===== src/rtl/flash_ctrl_top_specific_pkg.sv =====
// Flash controller types shared across the controller: partition select and program type.
package flash_ctrl_top_specific_pkg;

    typedef enum logic [1:0] {
        FlashPartData = 2'd0,
        FlashPartInfo = 2'd1
    } flash_part_e;

    typedef enum logic [1:0] {
        FlashProgNormal = 2'd0,
        FlashProgRepair = 2'd1
    } flash_prog_e;

endpackage


===== src/rtl/flash_prog_resp.sv =====
// Flash program responder: validates a program request, models the program busy time,
// then writes the word into a Data+Info register array; separate registered readback port.
module flash_prog_resp
    import flash_ctrl_top_specific_pkg::*;
#(
    parameter int DATA_W      = 32,
    parameter int DATA_WORDS  = 16,
    parameter int INFO_WORDS  = 4,
    parameter int PROG_CYCLES = 4
) (
    input  logic                          clk_i,
    input  logic                          rst_i,
    input  logic                          req_i,
    output logic                          req_ready_o,
    input  logic [$clog2(DATA_WORDS)-1:0] addr_i,
    input  logic [1:0]                    part_i,
    input  logic [1:0]                    prog_type_i,
    input  logic [DATA_W-1:0]             data_i,
    output logic                          done_o,
    output logic                          err_o,
    input  logic [$clog2(DATA_WORDS)-1:0] rd_addr_i,
    input  logic [1:0]                    rd_part_i,
    output logic [DATA_W-1:0]             rd_data_o
);

    localparam int AW    = $clog2(DATA_WORDS);
    localparam int TOTAL = DATA_WORDS + INFO_WORDS;
    localparam int IW    = $clog2(TOTAL);
    localparam int CW    = $clog2(PROG_CYCLES + 1);

    typedef logic [1:0] state_t;
    localparam state_t StIdle  = 2'd0;
    localparam state_t StCheck = 2'd1;
    localparam state_t StProg  = 2'd2;
    localparam state_t StResp  = 2'd3;

    state_t            stateQ;
    state_t            nextState;
    logic [CW-1:0]     cntQ;
    logic [AW-1:0]     addrQ;
    logic [1:0]        partQ;
    logic [1:0]        typeQ;
    logic [DATA_W-1:0] dataQ;
    logic [DATA_W-1:0] wdataQ;
    logic              doneQ;
    logic              errQ;
    logic              readyQ;
    logic [DATA_W-1:0] rdDataQ;
    logic [DATA_W-1:0] mem [TOTAL];

    logic [IW:0]       tgt;
    logic [IW:0]       rdTgt;
    logic [DATA_W-1:0] oldWord;
    logic [DATA_W-1:0] newWord;
    logic              chkErr;

    // Info words live above the Data words; MSB of the result flags a valid location.
    function automatic logic [IW:0] wordIndex(input logic [1:0] part, input logic [AW-1:0] addr);
        logic [IW:0] res;
        res = '0;
        if (part == FlashPartData && 32'(addr) < DATA_WORDS) begin
            res = {1'b1, IW'(addr)};
        end else if (part == FlashPartInfo && 32'(addr) < INFO_WORDS) begin
            res = {1'b1, IW'(DATA_WORDS + 32'(addr))};
        end else begin
            res = '0;
        end
        return res;
    endfunction

    // Request validation, program data and next-state decode
    always_comb begin
        tgt     = wordIndex(partQ, addrQ);
        rdTgt   = wordIndex(rd_part_i, rd_addr_i);
        oldWord = tgt[IW] ? mem[tgt[IW-1:0]] : '1;
        chkErr  = !tgt[IW]
               || (typeQ != FlashProgNormal && typeQ != FlashProgRepair)
               || (typeQ == FlashProgNormal && (dataQ & ~oldWord) != '0);
        newWord = (typeQ == FlashProgRepair) ? dataQ : (oldWord & dataQ);
        nextState = stateQ;
        case (stateQ)
            StIdle:  nextState = req_i ? StCheck : StIdle;
            StCheck: nextState = chkErr ? StResp : StProg;
            StProg:  nextState = (cntQ == '0) ? StResp : StProg;
            StResp:  nextState = StIdle;
            default: nextState = StIdle;
        endcase
    end

    // FSM state, request capture, busy counter and registered handshake/response outputs
    always_ff @(posedge clk_i or posedge rst_i) begin
        if (rst_i) begin
            stateQ <= StIdle;
            cntQ   <= '0;
            addrQ  <= '0;
            partQ  <= 2'd0;
            typeQ  <= 2'd0;
            dataQ  <= '0;
            wdataQ <= '0;
            doneQ  <= 1'b0;
            errQ   <= 1'b0;
            readyQ <= 1'b1;
        end else begin
            stateQ <= nextState;
            doneQ  <= (nextState == StResp);
            errQ   <= (stateQ == StCheck) && chkErr;
            readyQ <= (nextState == StIdle);
            case (stateQ)
                StIdle: begin
                    if (req_i) begin
                        addrQ <= addr_i;
                        partQ <= part_i;
                        typeQ <= prog_type_i;
                        dataQ <= data_i;
                    end
                end
                StCheck: begin
                    wdataQ <= newWord;
                    if (!chkErr) begin
                        cntQ <= CW'(PROG_CYCLES - 1);
                    end
                end
                StProg: begin
                    if (cntQ != '0) begin
                        cntQ <= cntQ - CW'(1);
                    end
                end
                default: begin
                    cntQ <= cntQ;
                end
            endcase
        end
    end

    // Storage array: erased on reset, single write on the last busy cycle; registered readback
    always_ff @(posedge clk_i or posedge rst_i) begin
        if (rst_i) begin
            for (int i = 0; i < TOTAL; i++) begin
                mem[i] <= '1;
            end
            rdDataQ <= '1;
        end else begin
            if (stateQ == StProg && cntQ == '0) begin
                mem[tgt[IW-1:0]] <= wdataQ;
            end
            rdDataQ <= rdTgt[IW] ? mem[rdTgt[IW-1:0]] : '1;
        end
    end

    assign req_ready_o = readyQ;
    assign done_o      = doneQ;
    assign err_o       = errQ;
    assign rd_data_o   = rdDataQ;

endmodule

===== config.mk =====
export PLATFORM = sky130hd
export DESIGN_NAME = flash_prog_resp
export DESIGN_NICKNAME = d
export VERILOG_FILES = /design/src/rtl/flash_ctrl_top_specific_pkg.sv /design/src/rtl/flash_prog_resp.sv
export SDC_FILE = /design/constraint.sdc
export NUM_CORES = 2
export LEC_CHECK = 0
export BUFFER_PORTS_ARGS = -buffer_cell sky130_fd_sc_hd__buf_2
export CORE_UTILIZATION = 35
export CTS_CLUSTER_SIZE = 25
export DETAILED_ROUTE_END_ITERATION = 7
export PLACE_DENSITY_LB_ADDON = 0.2
export SLEW_MARGIN = 0
export SYNTH_ARGS = -nofsm -noshare
export SYNTH_HDL_FRONTEND = slang
export SYNTH_SLANG_ARGS = --single-unit
export TNS_END_PERCENT = 30

===== constraint.sdc =====
create_clock -name clk_i -period 28.9 [get_ports clk_i]
set_clock_uncertainty 0.2 [all_clocks]
set_input_delay 4.335 -clock clk_i [delete_from_list [all_inputs] [get_ports clk_i]]
set_output_delay 4.335 -clock clk_i [all_outputs]
set_load 0.01 [all_outputs]

==> reports/metrics.yaml <==
worst_setup_path:
  cp-start-kind: "input pin"
  critical_path.endpoint_type: "flip-flop"
  crit_type: "input pin to flip-flop"
  worst_r2r_startpoint: "addrQ[0]$_DFFE_PP0P_"
  reg2reg_to: "done_o$_DFF_PP0_"
  critical_path.endpoint: "rd_data_o[19]$_DFF_PP1_"
  launching_instance_or_port_of_the_critical_path: "rd_addr_i[3]"
  worst_case_reg_to_reg_path_depth: 13
  crit_arrival_ps: 8260
  maximum_fanout_encountered_on_the_critical_timing_path: 159
  slack_of_the_worst_reg_to_reg_path_ps: 22540
  timing.critical_path.required_ps: 29280
synth:
  synth_nets: 3760
  number_of_enable_flip_flop_cells_after_synthesis: 0
  synth-seq-cells: 752
  synthesis.area_sq_um: 39400
  synth_simple_gate_area_share: 0.106
  synth.area.mux_share: 0.180
  async_flop_share: 1.00
  synth_xor_xnor_area_share: 0
  synth_fa_ha_area_frac: 0.00190
  synth_cells: 3705
  synth.yosys.warnings: 0
  synth_seq_area_share: 0.498
  synth.lib_cells_used.distinct: 92
  synth_flop_cell: "sky130_fd_sc_hd__dfstp_2"
  synth_area_in_compound_gates: 0.171
  combinational_family_with_the_most_area_after_synthesis: "multiplexers"
  synth.avg_cell_area_sq_um: 10.6
sta:
  max_clock_freq_ghz: 0.127
  setup_ws_ps: 21020
  min_period_ps: 7880
  setup_viol: 0
  max_slew_margin: 0.216
  timing_worst_slew_pin_value_ps: 1180
  grt_setup_unrepaired: "false"
  period_share: 0.273
  finalSetupTns_ps: 0
  finalMaxSlewViolations: 0
  timing_hold_violations_final: 0
cts:
  bufs_on_longest_clock_path: 3
  cts_tree: "yes"
  cts_root_buf: "sky130_fd_sc_hd__clkbuf_16"
  worst_skew_pair.late_latency_ps: 670
  ctsHtreeMaxLevel: 3
  cts_hold_buf: 0
  cts_setup_buffers: 0
  cts_num_sinks: 752
  cts_made_buffers: 87
  clk_pin_slew_worst_paths_ps: 60
  cts-resized-gates: 0
grt:
  grt_start_max_net_pins: 160
  grt_remaining_overflow: 0
  grt_pass1_vias: 30826
  grt_util_all_layers: 0.285
  grt_pass1_wl_microns: 233000
  number_of_antenna_violations_at_the_first_check_in_global_routing: 6
route:
  drt-pass1-iter-count: 6
  drt-wirelength-per-cell_microns: 31.2
  routed-via-count: 31439
  routed_wirelength_microns: 162000
  viasPerCell: 6.05
  detail-route-antenna-nets: 0
  drt_drc_violations_left: 0
  drt_iter0_drc: 3430
run_status:
  run_status: "finished, final reports clean"
power_and_ir_drop:
  max-vdd-ir-drop_v: 0.0000594
  leakage_nw: 16.2
  power.density_cell_area_nw_per_um2: 87.6
floorplanning:
  fp.dieW_microns: 338
  core.rowCount: 122
  starting_utilization_of_the_core_area: 0.354
  fp.dieH_microns: 338
  fp.dieArea_sq_um: 114000
  core_region_area_sq_um: 111000
  boundaryPins: 84
placed_design:
  place_inst: 5033
  place.gp.congestion: 0.871
  worst_slack_at_placement_ps: 20460
  hpwlAfterDp_microns: 94300
  dpl_cell_area_sq_um: 41100
  port_buffer_cells: 83
final_layout:
  final_layout_size_suffix_gt1_frac: 0.392
  postLayoutCoreUtil: 0.396
  finalNonFillerCells: 5199
  area.growth.synth_to_final_pct: 11.7
  n_fill_cell: 10848
  stdcell_area_sq_um: 44100
  final_net_count: 3689
min_path:
  min-delay-path-class: "flip-flop to flip-flop"
run:
  drv_cap: 0
==> layout make-up <==
cell class | instances | area, sq um | area share
clock buffers | 124 | 2510 | 0.0569
diodes | 4 | 10.0 | 0.000227
flip-flops and latches | 752 | 19700 | 0.446
inverters | 56 | 218 | 0.00494
multi-input cells | 2567 | 18300 | 0.415
well taps | 1488 | 1860 | 0.0422
clock inverters | 38 | 428 | 0.00971
repair buffers | 170 | 1090 | 0.0246
==> routing by layer <==
metal / GRT usage / vias to the layer above / wire, microns
li1: - / 13344 / -
met1: 0.392 / 16229 / 69300
met4: 0.114 / 0 / 7080
met2: 0.435 / 1509 / 72200
met3: 0.0619 / 357 / 13600
met5: 0 / - / 0
==> worst min-delay path by stage <==
| stage | from | to | slack, ps | cells after the start |
|---|---|---|---|---|
| 2_1_floorplan | mem[117]$_DFFE_PP1P_ | mem[117]$_DFFE_PP1P_ | 260 | 2 |
| 3_3_place_gp | mem[117]$_DFFE_PP1P_ | mem[117]$_DFFE_PP1P_ | 270 | 2 |
| 3_5_place_dp | mem[63]$_DFFE_PP1P_ | mem[63]$_DFFE_PP1P_ | 280 | 2 |
| 4_1_cts | mem[63]$_DFFE_PP1P_ | mem[63]$_DFFE_PP1P_ | 280 | 2 |
| 5_1_grt | mem[327]$_DFFE_PP1P_ | mem[327]$_DFFE_PP1P_ | 300 | 2 |
| 6_report | mem[63]$_DFFE_PP1P_ | mem[63]$_DFFE_PP1P_ | 280 | 2 |
==> cells in the final DEF, fill, tap and decap left out, types with 76 or more instances in the layout <==
cell type and count:
sky130_fd_sc_hd__dfrtp_1 76, sky130_fd_sc_hd__buf_2 81, sky130_fd_sc_hd__dfstp_2 673, sky130_fd_sc_hd__buf_4 88, sky130_fd_sc_hd__mux2i_1 132, sky130_fd_sc_hd__nor2_1 176
sky130_fd_sc_hd__mux4_2 112, sky130_fd_sc_hd__nand2_1 486, sky130_fd_sc_hd__clkbuf_16 87, sky130_fd_sc_hd__a21oi_1 106, sky130_fd_sc_hd__mux2_2 284, sky130_fd_sc_hd__o21ai_0 579
==> synthesized netlist by cell type (all sizes together) (17+ instances only) <==
master | n | area [sq um]
o211ai | 22 | 175
o22ai | 55 | 344
nand4 | 17 | 113
o22a | 33 | 289
o221ai | 22 | 193
nor2 | 187 | 719
mux4 | 112 | 2520
inv | 56 | 210
a21oi | 107 | 536
clkbuf | 244 | 917
nand2 | 506 | 1900
mux2i | 132 | 1320
nor2b | 69 | 432
nor3 | 19 | 100
a22oi | 18 | 135
mux2 | 288 | 3240
dfstp | 673 | 17700
nand3 | 73 | 365
buf | 86 | 578
o21ai | 584 | 2930
a211oi | 43 | 323
a221oi | 32 | 287
o21a | 34 | 255
dfrtp | 79 | 1980
a221o | 19 | 190
==> kinds of logic after synthesis <==
group,after synthesis
adders and majority gates,6
and+or+nand+nor,935
buffers and inverters,386
AOI/OAI and AO/OA,1094
DFF,752
muxes,532
==> registers in the layout (all words and copies together), names as in the netlist, 2 cells and up <==
register   cells
addrQ          4
cntQ           3
dataQ         32
mem          640
partQ          2
rd_data_o     32
stateQ         2
typeQ          2
wdataQ        32
==> power by group <==
part,switching (mW),internal [mW]
Sequential,0.173,1.24
Combinational,0.931,0.363
Clock,0.480,0.676
Total,1.58,2.28
==> through the flow <==
stage / hold WS [ps] / power, mW
after floorplan: 261 / 2.09
after detailed placement: 276 / 2.68
after CTS: 285 / 3.83
after global placement: 270 / 2.67
final: 282 / 3.86
after global routing: 303 / 3.97
==> critical path: stages <==
cell and delay, ps:
sky130_fd_sc_hd__buf_2 100, sky130_fd_sc_hd__buf_4 400, sky130_fd_sc_hd__or4b_2 730, sky130_fd_sc_hd__buf_4 430, sky130_fd_sc_hd__a21oi_4 310, sky130_fd_sc_hd__buf_12 660
sky130_fd_sc_hd__mux4_2 430, sky130_fd_sc_hd__mux4_2 460, sky130_fd_sc_hd__o22a_1 190
Note: power is estimated with default switching activity, not from simulation.
